--- src/rtl/fifo_drain_ctrl_if.sv ---
// Byte-FIFO drain controller: 32-bit output stream bundle.
// The master drives data/keep/last/valid and the slave returns ready.
interface fifo_drain_ctrl_if;
    logic [31:0] m_tdata;
    logic [3:0]  m_tkeep;
    logic        m_tlast;
    logic        m_tvalid;
    logic        m_tready;

    modport master (
        output m_tdata,
        output m_tkeep,
        output m_tlast,
        output m_tvalid,
        input  m_tready
    );

    modport slave (
        input  m_tdata,
        input  m_tkeep,
        input  m_tlast,
        input  m_tvalid,
        output m_tready
    );
endinterface

--- src/rtl/fifo_drain_ctrl.sv ---
// Drains a byte-wide FIFO into 32-bit little-endian stream words.
// A burst starts when the FIFO is non-empty, en is high and a synchronized
// overrun or write-idle timeout is seen. A burst ends on the word that fills
// BURST_WORDS, or on the word that empties the FIFO. A final partial word
// carries zeroed unfilled lanes and cleared keep bits.
module fifo_drain_ctrl #(
    parameter int BURST_WORDS = 16,
    parameter int FIFO_WIDTH  = 8
) (
    input  logic                  clk,
    input  logic                  resetn,
    input  logic                  en,
    output logic                  fifo_rinc,
    input  logic [FIFO_WIDTH-1:0] fifo_rdata,
    input  logic                  fifo_rempty,
    input  logic                  fifo_overrun,
    input  logic                  fifo_tout,
    output logic                  busy,
    output logic                  done,
    fifo_drain_ctrl_if.master     m_axis
);

    localparam logic [7:0] LAST_WORD = 8'(BURST_WORDS - 1);

    typedef enum logic [1:0] {
        ST_IDLE = 2'd0,
        ST_READ = 2'd1,
        ST_CAP  = 2'd2,
        ST_SEND = 2'd3
    } state_t;

    state_t      state_q,     state_d;
    logic [1:0]  byte_idx_q,  byte_idx_d;
    logic [7:0]  word_cnt_q,  word_cnt_d;
    logic [31:0] tdata_q,     tdata_d;
    logic [3:0]  tkeep_q,     tkeep_d;
    logic        tlast_q,     tlast_d;
    logic        tvalid_q,    tvalid_d;
    logic        busy_q,      busy_d;
    logic        done_q,      done_d;
    logic [1:0]  ovr_sync_q,  ovr_sync_d;
    logic [1:0]  tout_sync_q, tout_sync_d;

    logic ovr_s;
    logic tout_s;

    assign ovr_s  = ovr_sync_q[1];
    assign tout_s = tout_sync_q[1];

    // The read strobe is decoded from the state flop and the live empty flag so
    // that it can never coincide with an empty FIFO, even for one cycle.
    assign fifo_rinc = (state_q == ST_READ) && !fifo_rempty;

    assign m_axis.m_tdata  = tdata_q;
    assign m_axis.m_tkeep  = tkeep_q;
    assign m_axis.m_tlast  = tlast_q;
    assign m_axis.m_tvalid = tvalid_q;
    assign busy            = busy_q;
    assign done            = done_q;

    // Next-state and next-output computation for synchronizers and drain FSM.
    always_comb begin
        state_d     = state_q;
        byte_idx_d  = byte_idx_q;
        word_cnt_d  = word_cnt_q;
        tdata_d     = tdata_q;
        tkeep_d     = tkeep_q;
        tlast_d     = tlast_q;
        tvalid_d    = tvalid_q;
        done_d      = 1'b0;
        ovr_sync_d  = {ovr_sync_q[0], fifo_overrun};
        tout_sync_d = {tout_sync_q[0], fifo_tout};

        case (state_q)
            ST_IDLE: begin
                if (en && !fifo_rempty && (ovr_s || tout_s)) begin
                    state_d    = ST_READ;
                    byte_idx_d = 2'd0;
                    word_cnt_d = 8'd0;
                    tdata_d    = 32'd0;
                    tkeep_d    = 4'd0;
                    tlast_d    = 1'b0;
                end else begin
                    state_d = ST_IDLE;
                end
            end
            ST_READ: begin
                if (!fifo_rempty) begin
                    state_d = ST_CAP;
                end else if (byte_idx_q != 2'd0) begin
                    // FIFO ran dry mid-word: ship what we have as the last word.
                    state_d  = ST_SEND;
                    tlast_d  = 1'b1;
                    tvalid_d = 1'b1;
                end else begin
                    state_d = ST_IDLE;
                end
            end
            ST_CAP: begin
                tdata_d[{byte_idx_q, 3'b000} +: FIFO_WIDTH] = fifo_rdata;
                tkeep_d[byte_idx_q] = 1'b1;
                if (byte_idx_q == 2'd3) begin
                    state_d  = ST_SEND;
                    tvalid_d = 1'b1;
                    tlast_d  = (word_cnt_q == LAST_WORD) || fifo_rempty;
                end else begin
                    state_d    = ST_READ;
                    byte_idx_d = byte_idx_q + 2'd1;
                end
            end
            ST_SEND: begin
                if (tvalid_q && m_axis.m_tready) begin
                    tvalid_d = 1'b0;
                    if (tlast_q) begin
                        state_d = ST_IDLE;
                        done_d  = 1'b1;
                        tlast_d = 1'b0;
                    end else begin
                        state_d    = ST_READ;
                        word_cnt_d = word_cnt_q + 8'd1;
                        tdata_d    = 32'd0;
                        tkeep_d    = 4'd0;
                        byte_idx_d = 2'd0;
                        tlast_d    = 1'b0;
                    end
                end else begin
                    state_d = ST_SEND;
                end
            end
            default: begin
                state_d = ST_IDLE;
            end
        endcase

        busy_d = (state_d != ST_IDLE);
    end

    // State, datapath and output registers with asynchronous clear.
    always_ff @(posedge clk or negedge resetn) begin
        if (!resetn) begin
            state_q     <= ST_IDLE;
            byte_idx_q  <= 2'd0;
            word_cnt_q  <= 8'd0;
            tdata_q     <= 32'd0;
            tkeep_q     <= 4'd0;
            tlast_q     <= 1'b0;
            tvalid_q    <= 1'b0;
            busy_q      <= 1'b0;
            done_q      <= 1'b0;
            ovr_sync_q  <= 2'd0;
            tout_sync_q <= 2'd0;
        end else begin
            state_q     <= state_d;
            byte_idx_q  <= byte_idx_d;
            word_cnt_q  <= word_cnt_d;
            tdata_q     <= tdata_d;
            tkeep_q     <= tkeep_d;
            tlast_q     <= tlast_d;
            tvalid_q    <= tvalid_d;
            busy_q      <= busy_d;
            done_q      <= done_d;
            ovr_sync_q  <= ovr_sync_d;
            tout_sync_q <= tout_sync_d;
        end
    end

endmodule

--- src/flat_wrapper.sv ---
// flat-port wrapper written by rule: the top's interface ports become plain ports
module fifo_drain_ctrl_flat 
#(
    parameter int BURST_WORDS = 16,
    parameter int FIFO_WIDTH  = 8
)
  (clk, resetn, en, fifo_rinc, fifo_rdata, fifo_rempty, fifo_overrun, fifo_tout, busy, done, m_axis_m_tdata, m_axis_m_tkeep, m_axis_m_tlast, m_axis_m_tvalid, m_axis_m_tready);
  fifo_drain_ctrl_if m_axis_i ();
  input  logic clk;
  input  logic resetn;
  input  logic en;
  output logic fifo_rinc;
  input  logic [FIFO_WIDTH-1:0] fifo_rdata;
  input  logic fifo_rempty;
  input  logic fifo_overrun;
  input  logic fifo_tout;
  output logic busy;
  output logic done;
  output wire logic [$bits(m_axis_i.m_tdata)-1:0] m_axis_m_tdata;
  output wire logic [$bits(m_axis_i.m_tkeep)-1:0] m_axis_m_tkeep;
  output wire logic [$bits(m_axis_i.m_tlast)-1:0] m_axis_m_tlast;
  output wire logic [$bits(m_axis_i.m_tvalid)-1:0] m_axis_m_tvalid;
  input wire logic [$bits(m_axis_i.m_tready)-1:0] m_axis_m_tready;
  assign m_axis_m_tdata = m_axis_i.m_tdata;
  assign m_axis_m_tkeep = m_axis_i.m_tkeep;
  assign m_axis_m_tlast = m_axis_i.m_tlast;
  assign m_axis_m_tvalid = m_axis_i.m_tvalid;
  assign m_axis_i.m_tready = m_axis_m_tready;
  fifo_drain_ctrl #(.BURST_WORDS(BURST_WORDS), .FIFO_WIDTH(FIFO_WIDTH)) u_core (.clk(clk), .resetn(resetn), .en(en), .fifo_rinc(fifo_rinc), .fifo_rdata(fifo_rdata), .fifo_rempty(fifo_rempty), .fifo_overrun(fifo_overrun), .fifo_tout(fifo_tout), .busy(busy), .done(done), .m_axis(m_axis_i));
endmodule
--- config.mk ---
export PLATFORM = sky130hd
export DESIGN_NAME = fifo_drain_ctrl_flat
export DESIGN_NICKNAME = d
export VERILOG_FILES = /design/src/rtl/fifo_drain_ctrl_if.sv /design/src/rtl/fifo_drain_ctrl.sv /design/src/flat_wrapper.sv
export SDC_FILE = /design/constraint.sdc
export NUM_CORES = 1
export LEC_CHECK = 0
export BUFFER_PORTS_ARGS = -buffer_cell sky130_fd_sc_hd__buf_2
export CAP_MARGIN = 15
export CORE_MARGIN = 8
export CORE_UTILIZATION = 50
export DETAILED_ROUTE_END_ITERATION = 8
export PLACE_DENSITY = 0.77
export SYNTH_ARGS = -nofsm -noshare
export SYNTH_HDL_FRONTEND = slang
export SYNTH_SLANG_ARGS = --single-unit
--- constraint.sdc ---
create_clock -name clk -period 1.7 [get_ports clk]
set_input_delay 0.255 -clock clk [delete_from_list [all_inputs] [get_ports clk]]
set_output_delay 0.255 -clock clk [all_outputs]
set_load 0.01 [all_outputs]
# Yosys cells after proc, flatten, opt, wreduce, memory -nomap -nowiden

Cells that the tools add are included.

Add/sub/neg operators: 3
$mul: 0
Div/mod/pow operators: 0
Order comparisons: 2
Equality and inequality tests: 12
Shift-type cells: 2
Multiplexer cells: 38
Bitwise logic cells: 1
Reductions and logical operators: 19

Operators by type and width:

| cell                                                   | number |
|---|---|
| 2-to-1 mux 32 bit                                      | 3 |
| one-hot mux 32 bit (3 select lines)                    | 1 |
| bitwise mux 32 bit                                     | 1 |
| variable shift 8 x 7 -> 32 bit (first input constant)  | 1 |
| variable part select 8 x 7 -> 32 bit                   | 1 |
| 2-to-1 mux 8 bit                                       | 3 |
| 2-to-1 mux 2 bit                                       | 8 |
| one-hot mux 8 bit (2 select lines)                     | 1 |
| AND reduction 5 bit                                    | 3 |
| 2-to-1 mux 1 bit                                       | 12 |
| 2-to-1 mux 4 bit                                       | 3 |
| one-hot mux 4 bit (3 select lines)                     | 1 |
| adder 8 x 1 -> 8 bit (second input constant)           | 1 |
| equality test 8 x 4 -> 1 bit (second input constant)   | 1 |
| inequality test 2 bit (second input constant)          | 4 |
| one-hot mux 2 bit (4 select lines)                     | 1 |
| AND reduction 4 bit                                    | 2 |
| negation 5 -> 7 bit                                    | 1 |
| equality test 2 bit (second input constant)            | 3 |
| inequality test 2 x 1 -> 1 bit (second input constant) | 3 |
| one-hot mux 2 bit (3 select lines)                     | 1 |
| nonzero test 2 bit                                     | 3 |
| nonzero test 3 bit                                     | 2 |
| logical AND 1 bit                                      | 5 |
| 11 further kinds                                       | 12 |

Bits in registers: 56
Bits in latches: 0
Memory bits (writable): 0
Bits in read-only memories: 0
Input port bits: 15
Output and inout bits: 41
Word-level logic and storage cells: 88
Memories kept: 0

# Longest topological paths before layout

Gate-level depths: netlist (run 1).

Word-level depth: 6
Gate-level depth with buffers: 7
Mapped depth without buffers: 6

# Worst setup path before layout (run 1)

Ideal clock, no wire load.

Kind: register -> register
From: register u_core.byte_idx_q[0]
To: register u_core.busy_q (netlist: u_core.busy)
Library setup time: 0.127 ns
Data arrival time: 1.714 ns
Required time: 1.573 ns
Slack: -0.141 ns
Cell stages (with the launch flop): 7
Path buffers: 0
Period minus slack after synthesis: 1.841 ns
Cell sequence: dfrtp_1 inv_1 ha_1 and3b_2 a2111o_1 o21a_1 or2_2

Cells in the longest elaborated chain, start to end: 5
Elaborated cells between the ends (all ways): 7
Classes of those cells: 1 x eq/ne; 4 x mux; 2 x reduce/logical

RTL lines:

| element                            | RTL line               | RTL |
|---|---|---|
| start, declared                    | fifo_drain_ctrl.sv:33  | `logic [1:0] byte_idx_q, byte_idx_d;` |
| start signal, assigned             | fifo_drain_ctrl.sv:154 | `byte_idx_q <= byte_idx_d;` |
| nonzero test 2 bit                 | fifo_drain_ctrl.sv:90  | `end else if (byte_idx_q != 2'd0) begin` |
| 2-to-1 mux 2 bit                   | fifo_drain_ctrl.sv:90  |  |
| 2-to-1 mux 2 bit                   | fifo_drain_ctrl.sv:88  | `if (!fifo_rempty) begin` |
| one-hot mux 2 bit (4 select lines) | fifo_drain_ctrl.sv:74  | `case (state_q)` |
| named net u_core.state_d[0]        | fifo_drain_ctrl.sv:32  | `state_t state_q, state_d;` |
| nonzero test 2 bit                 | fifo_drain_ctrl.sv:135 | `busy_d = (state_d != ST_IDLE);` |
| named net u_core.busy_d            | fifo_drain_ctrl.sv:39  | `logic busy_q, busy_d;` |
| end signal, assigned               | fifo_drain_ctrl.sv:160 | `busy_q <= busy_d;` |
| end, declared                      | fifo_drain_ctrl.sv:39  |  |

The timed path passes the listed nets, and every way through them passes these cells.
A chain may end at the register's enable or synchronous reset.

# Final worst setup path (run 1)

From: register u_core.word_cnt_q[1]
To: register u_core.tlast_q (netlist: u_core.m_axis.m_tlast)

Cells in the longest elaborated chain, start to end: 4

RTL lines:

| element                            | RTL line               | RTL |
|---|---|---|
| start, declared                    | fifo_drain_ctrl.sv:34  | `logic [7:0] word_cnt_q, word_cnt_d;` |
| start signal, assigned             | fifo_drain_ctrl.sv:155 | `word_cnt_q <= word_cnt_d;` |
| equality test 8 x 4 -> 1 bit       | fifo_drain_ctrl.sv:105 | `tlast_d = (word_cnt_q == LAST_WORD) \|\| fifo_rempty;` |
| logical OR 1 bit                   | fifo_drain_ctrl.sv:105 |  |
| 2-to-1 mux 1 bit                   | fifo_drain_ctrl.sv:102 | `if (byte_idx_q == 2'd3) begin` |
| one-hot mux 1 bit (4 select lines) | fifo_drain_ctrl.sv:74  |  |
| end signal, assigned               | fifo_drain_ctrl.sv:158 | `tlast_q <= tlast_d;` |
| end, declared                      | fifo_drain_ctrl.sv:37  | `logic tlast_q, tlast_d;` |

No other way between the ends. The select of a mux whose other input is x is not followed.

==> impl_metrics.json, run 1 <==
{
  "outcome": "complete, but fails checks",
  "violations": "negative setup slack",
  "grt_use_met1_pct": 20.9,
  "core_area_um2": 5780,
  "design_area_um2": 3740,
  "reg2reg_depth": 5,
  "numPortBuffers": 55,
  "drt-vias-per-instance": 5.34,
  "timing.final.crit_share_pct": 100,
  "rr_endpoint": "u_core.m_axis.m_tlast",
  "max_stage_delay_ps": 450,
  "async_reset_ff_share_pct": 100,
  "worstPathArrival_ps": 1910,
  "whs_path_depth": 1,
  "ff2ff_setup_slack_ps": -7,
  "synth-edff-count": 0,
  "dieArea_um2": 8570,
  "gr-usage-all-layers_pct": 16.5,
  "ys_warn_count": 0,
  "grt-ovfl-total": 0,
  "finalMaxSlewViolations": 0,
  "busiest_layer": "met2",
  "syn-num-nets": 320,
  "endpoint_kind": "flop",
  "worst-path-max-fanout": 5,
  "rsz0062_at_grt": "yes",
  "synth_seq_cells": 56,
  "setup_viol_count_final": 1,
  "dr.pass1.iters": 4,
  "dieHeight_um": 92.6,
  "p_leak_uw": 0.00176,
  "ys_seq_area_share_pct": 47.8,
  "start_util_pct": 50.7,
  "post-route-drc-count": 0,
  "clock_latency_ps": 310,
  "antenna_found_initial": 0,
  "fin_nets": 399,
  "critical-path-slowest-cell": "dfrtp_1",
  "slew_headroom_pct": 70.1,
  "hold_ws_ps": 45.7,
  "finalCriticalPeriod_ps": 1710,
  "clkSinkCount": 56,
  "grt_pass1_wl_um": 11500,
  "clk_pin_slew_ps": 100,
  "htree_levels": 2,
  "tightest_slew_ps": 445,
  "min_path_type": "input pin to flop",
  "finalClockSkew_ps": 10.8,
  "hold_end": "u_core.tout_sync_q[0]",
  "avgSynthCellArea_um2": 10.1,
  "yosysTopAreaCell": "dfrtp_1",
  "tritoncts": "yes",
  "maxCapViolCount": 0,
  "areaGrowthSynthToFinish_pct": 27.7,
  "wl_per_cell_um": 16.2,
  "synth_area_leaders": "dfrtp_1, mux2i_1, ha_1, nand2_1, inv_1",
  "num_rows": 28,
  "place_area_um2": 3550,
  "hp-start": "fifo_tout",
  "pin_count": 56,
  "fin_ws_ps": -6.71,
  "drt_iter0_drc": 120,
  "grt_pass1_vias": 2436,
  "postRouteAntennaNets": 0,
  "fmax_ghz": 0.586,
  "hold_viol": 0,
  "worst-setup-path-type": "flop to flop",
  "grt_use_met3_pct": 2.83,
  "clockRootBuffer": "clkbuf_8",
  "layout-drive-gt1-share_pct": 32.9,
  "power.density_nw_per_um2": 1280,
  "irDropWorstVdd_v": 0.000699,
  "syn_area_um2": 2930,
  "routed_wl_um": 7240,
  "crit_required_ps": 1910,
  "synth_top_area_share_pct": 47.8,
  "stdcell_count": 446,
  "die_w_um": 92.6,
  "place_congestion": 0.852,
  "synth_cells": 291,
  "r2r_start": "u_core.word_cnt_q[1]",
  "dp.cells": 435,
  "cts_buffers": 5,
  "cts_buffer_depth": 2,
  "cp-start-kind": "flop",
  "diodes": 0,
  "grt_use_met2_pct": 27.9,
  "p_total_uw": 4810,
  "yosysUniqueCellTypes": 50,
  "path_cells": "ha_1 > and3_1 > a211oi_1 > nor2_1 > mux2_2",
  "synth-main-ff-cell": "dfrtp_1",
  "dp_hpwl_um": 5150,
  "vias": 2383,
  "utilization_pct": 64.8,
  "grt_max_degree": 57
}
-- worst max-delay path, delay by kind of cell (launching register included) --
family	cells	cell delay [ps]
simple gates	2	340
mux	1	260
fa+ha+maj	1	230
compound gates	1	320
flops	1	450
-- what timing repair did --
| action | in CTS | in global routing |
|---|---|---|
| hold endpoints to repair | 56 | 0 |
| pin swaps | 1 | 2 |
| hold buffers | 1 | 0 |
| gates cloned | 0 | 0 |
| buffers inserted | 0 | 2 |
| gates resized for setup | 4 | 22 |
| endpoints found under the setup margin | 40 | 48 |
-- area by class of cell --
| class | instances | area, um2 |
|---|---|---|
| Sequential cell | 56 | 1410 |
| Fill cell | 466 | 2040 |
| Tap cell | 75 | 93.8 |
| Inverter | 39 | 154 |
| Clock inverter | 1 | 7.51 |
| Timing Repair Buffer | 82 | 547 |
| Clock buffer | 7 | 86.3 |
| Multi-Input combinational cell | 186 | 1450 |
-- layer usage --
layer / share of wire, % / wire, um
met1: 44 / 3170
met3: 3.9 / 284
met5: 0 / 0
met2: 51 / 3680
met4: 1.3 / 97
-- synth_stat cells (all sizes together) (2+ instances only) --
cell    count
nor4        2
a21oi       3
o21a        3
mux2i      32
buf         5
and4        2
a211oi      2
o22ai       2
and3b       2
nand2      45
o211ai      2
nor2       11
inv        39
nor2b       6
ha         14
nand2b      3
a31oi       7
o21ai       9
dfrtp      56
a22o        2
nand4       3
clkbuf      5
nand4b      2
nor3        9
nand3       7
-- power by group --
| part | switching (uW) | total [uW] | internal (uW) |
|---|---|---|---|
| Clock | 435 | 767 | 332 |
| Sequential | 95.6 | 1560 | 1460 |
| Combinational | 1270 | 2480 | 1210 |
-- worst max path at each step --
stage                         startpoint                   endpoint  cells after the start
CTS                    u_core.state_q[1]                  fifo_rinc                      5
detailed placement     u_core.state_q[0]   u_core.m_axis.m_tdata[9]                      6
floorplan              u_core.state_q[1]   u_core.m_axis.m_tdata[0]                      6
finish              u_core.word_cnt_q[1]      u_core.m_axis.m_tlast                      5
global route           u_core.state_q[0]   u_core.m_axis.m_tdata[5]                      8
global placement       u_core.state_q[0]  u_core.m_axis.m_tdata[25]                      6
-- placed cells by master, fill, tap and decap left out, drive strengths merged, types with 2 or more instances in the layout --
master,n
nand2b,3
a31oi,7
a211oi,2
a21oi,3
and3b,2
nor2b,6
o22ai,2
mux2i,32
o211ai,2
a22o,2
clkbuf,8
nand2,45
dfrtp,56
buf,80
nand4,3
ha,14
o21ai,9
inv,39
and4,2
nand4b,2
o21a,3
nor4,2
nor2,11
nor3,9
nand3,7
-- through the flow --
step | worst slack (ps) | TNS, ps
after floorplan | -11.1 | -88.8
after global placement | -40.3 | -415
after detailed placement | -131 | -1920
after CTS | -40.5 | -149
after global routing | -65.2 | -369
final | -6.71 | -6.71
-- kinds of logic after synthesis --
family                   after synthesis  synth area share, %
adder cells (fa/ha/maj)               14                 5.97
AND/OR/NAND/NOR                      101                 19.0
flip-flops                            56                 47.8
multiplexers                          33                 11.3
AO/OA/AOI/OAI                         38                 9.21
buffers and inverters                 49                 6.70
-- registers in the layout, indices dropped and copies added, names as in the netlist --
register and cells:
u_core.ovr_sync_q 2, u_core.m_axis.m_tvalid 1, u_core.byte_idx_q 2, u_core.word_cnt_q 8, u_core.tout_sync_q 2, u_core.m_axis.m_tkeep 4
u_core.done 1, u_core.busy 1, u_core.m_axis.m_tlast 1, u_core.m_axis.m_tdata 32, u_core.state_q 2
No activity file was read; power rests on OpenSTA's default activity.
==> run 2, diff against run 1 <==
--- a/config.mk
+++ b/config.mk
@@ -8,9 +8,9 @@
 export BUFFER_PORTS_ARGS = -buffer_cell sky130_fd_sc_hd__buf_2
 export CAP_MARGIN = 15
 export CORE_MARGIN = 8
-export CORE_UTILIZATION = 50
+export CORE_UTILIZATION = 59
 export DETAILED_ROUTE_END_ITERATION = 8
-export PLACE_DENSITY = 0.77
+export PLACE_DENSITY = 0.85
 export SYNTH_ARGS = -nofsm -noshare
 export SYNTH_HDL_FRONTEND = slang
 export SYNTH_SLANG_ARGS = --single-unit
==> constraint.sdc (replaced) <==
create_clock -name clk -period 2.1 [get_ports clk]
set_input_delay 0.315 -clock clk [delete_from_list [all_inputs] [get_ports clk]]
set_output_delay 0.315 -clock clk [all_outputs]
set_load 0.01 [all_outputs]
==> impl_metrics.json, run 2 (synthesis results as in run 1) <==
{
  "path_cells": "inv_1 > ha_1 > nor2b_1 > and4b_1 > nand2_1 > mux2i_1",
  "post_cts_resized": 0,
  "diodes": 0,
  "antenna_found_initial": 0,
  "largest_reg_flops": 32,
  "clk_pin_slew_ps": 90,
  "layout-drive-gt1-share_pct": 23.7,
  "vias": 2342,
  "drt-vias-per-instance": 5.56,
  "postRouteAntennaNets": 0,
  "cp-start-kind": "flop",
  "start_util_pct": 61.7,
  "finalCriticalPeriod_ps": 1960,
  "fin_nets": 382,
  "r2r_start": "u_core.state_q[0]",
  "grt_pass1_vias": 2407,
  "worst-path-max-fanout": 11,
  "dieArea_um2": 7480,
  "critPathLaunch": "u_core.state_q[0]",
  "max_stage_delay_ps": 430,
  "design_area_um2": 3440,
  "critical-path-slowest-cell": "dfrtp_1",
  "gr-usage-all-layers_pct": 18.9,
  "maxCapViolCount": 0,
  "htree_levels": 2,
  "pin_count": 56,
  "fmax_ghz": 0.511,
  "cts_setup_buffers": 0,
  "drt_iter0_drc": 158,
  "pre_cts_slack_ps": 191,
  "finalClockSkew_ps": 7.57,
  "tritoncts": "yes",
  "dp.cells": 412,
  "dieHeight_um": 86.5,
  "hold_ws_ps": 108,
  "grt-ovfl-total": 0,
  "place_congestion": 0.890,
  "clock_latency_ps": 310,
  "dp_hpwl_um": 4870,
  "setup_viol_count_final": 0,
  "irDropWorstVdd_v": 0.000570,
  "mostFrequentLayoutCells": "dfrtp_1, buf_2, nand2_1",
  "areaGrowthSynthToFinish_pct": 17.4,
  "clkSinkCount": 56,
  "slew_headroom_pct": 66.6,
  "num_rows": 25,
  "stdcell_count": 421,
  "crit_required_ps": 2330,
  "cts_buffer_depth": 2,
  "tightest_slew_ps": 497,
  "clockRootBuffer": "clkbuf_8",
  "core_area_um2": 4750,
  "power.density_nw_per_um2": 1020,
  "post-route-drc-count": 0,
  "min_path_type": "input pin to flop",
  "worstPathArrival_ps": 2190,
  "endpoint_kind": "flop",
  "place_area_um2": 3320,
  "numPortBuffers": 55,
  "hold_viol": 0,
  "dr.pass1.iters": 4,
  "nFillCells": 348,
  "timing.final.crit_share_pct": 93.2,
  "p_leak_uw": 0.00167,
  "grt_pass1_wl_um": 11400,
  "die_w_um": 86.5,
  "fin_ws_ps": 143,
  "outcome": "completed",
  "wl_per_cell_um": 15.7,
  "grt_max_degree": 57,
  "cts_buffers": 5,
  "mostFrequentLayoutCell": "dfrtp_1",
  "worst-setup-path-type": "flop to flop",
  "setup_tns_ps": 0,
  "hp-start": "fifo_tout",
  "finalMaxSlewViolations": 0,
  "rsz0062_at_grt": "no",
  "routed_wl_um": 6610
}
## run 2: changes by cell type in the layout (fill, tap and decap cells not counted), sizes merged
cell	before	now
buf	80	64
bufinv	0	1
clkbuf	8	6
clkinvlp	1	0
inv	39	40
## run 2: path summary, 6_finish.rpt
check                                             to  slack [ps]  cells past startpoint
min                            u_core.tout_sync_q[0]         110                      1
min in group asynchronous          u_core.state_q[1]         510                      3
max reg2reg                u_core.m_axis.m_tdata[26]         140                      6
min reg2reg                    u_core.tout_sync_q[1]         350                      0
max in group asynchronous  u_core.m_axis.m_tdata[19]        1330                      3
max                        u_core.m_axis.m_tdata[26]         140                      6
## run 2: worst max-delay path, delay by kind of cell (launching register included)
| family | cells | cell delay, ps |
|---|---|---|
| simple gates | 3 | 800 |
| flops | 1 | 430 |
| fa+ha+maj | 1 | 380 |
| buf+inv | 1 | 120 |
| mux | 1 | 160 |
## run 2: where the power goes
group | total, uW | switching (uW) | leakage, uW | internal (uW)
sequential | 1260 | 80.2 | 0.000764 | 1180
clock | 714 | 353 | 0.0000558 | 361
combinational | 1520 | 877 | 0.000853 | 643
## run 2: repair_timing
action	4_1_cts	5_1_grt
hold endpoints to repair	54	0
endpoints found under the setup margin	0	0
hold buffers	1	0
## run 2: per-layer routing
layer / up-vias / track usage, % / share of wire (%)
met5: - / 0 / 0
met4: 0 / 6.10 / 1.2
met2: 59 / 30.9 / 51
met3: 7 / 3.50 / 4.7
met1: 1169 / 24.6 / 43
li1: 1107 / - / -
## run 2: stage by stage
step,util [%],power [uW]
3_3_place_gp,69.9,2740
4_1_cts,72.4,3510
2_1_floorplan,-,2360
5_1_grt,72.4,3690
3_5_place_dp,69.9,2780
6_report,72.4,3500
## run 2: layout make-up
cell class / instances / area [um2] / area share, %
sequential: 56 / 1400 / 40.7
multi-input combinational: 186 / 1340 / 38.8
timing repair buffer: 65 / 365 / 10.6
inverter: 39 / 146 / 4.25
tap: 67 / 83.8 / 2.43
clock buffer: 6 / 72.6 / 2.11
clock inverter: 2 / 38.8 / 1.13
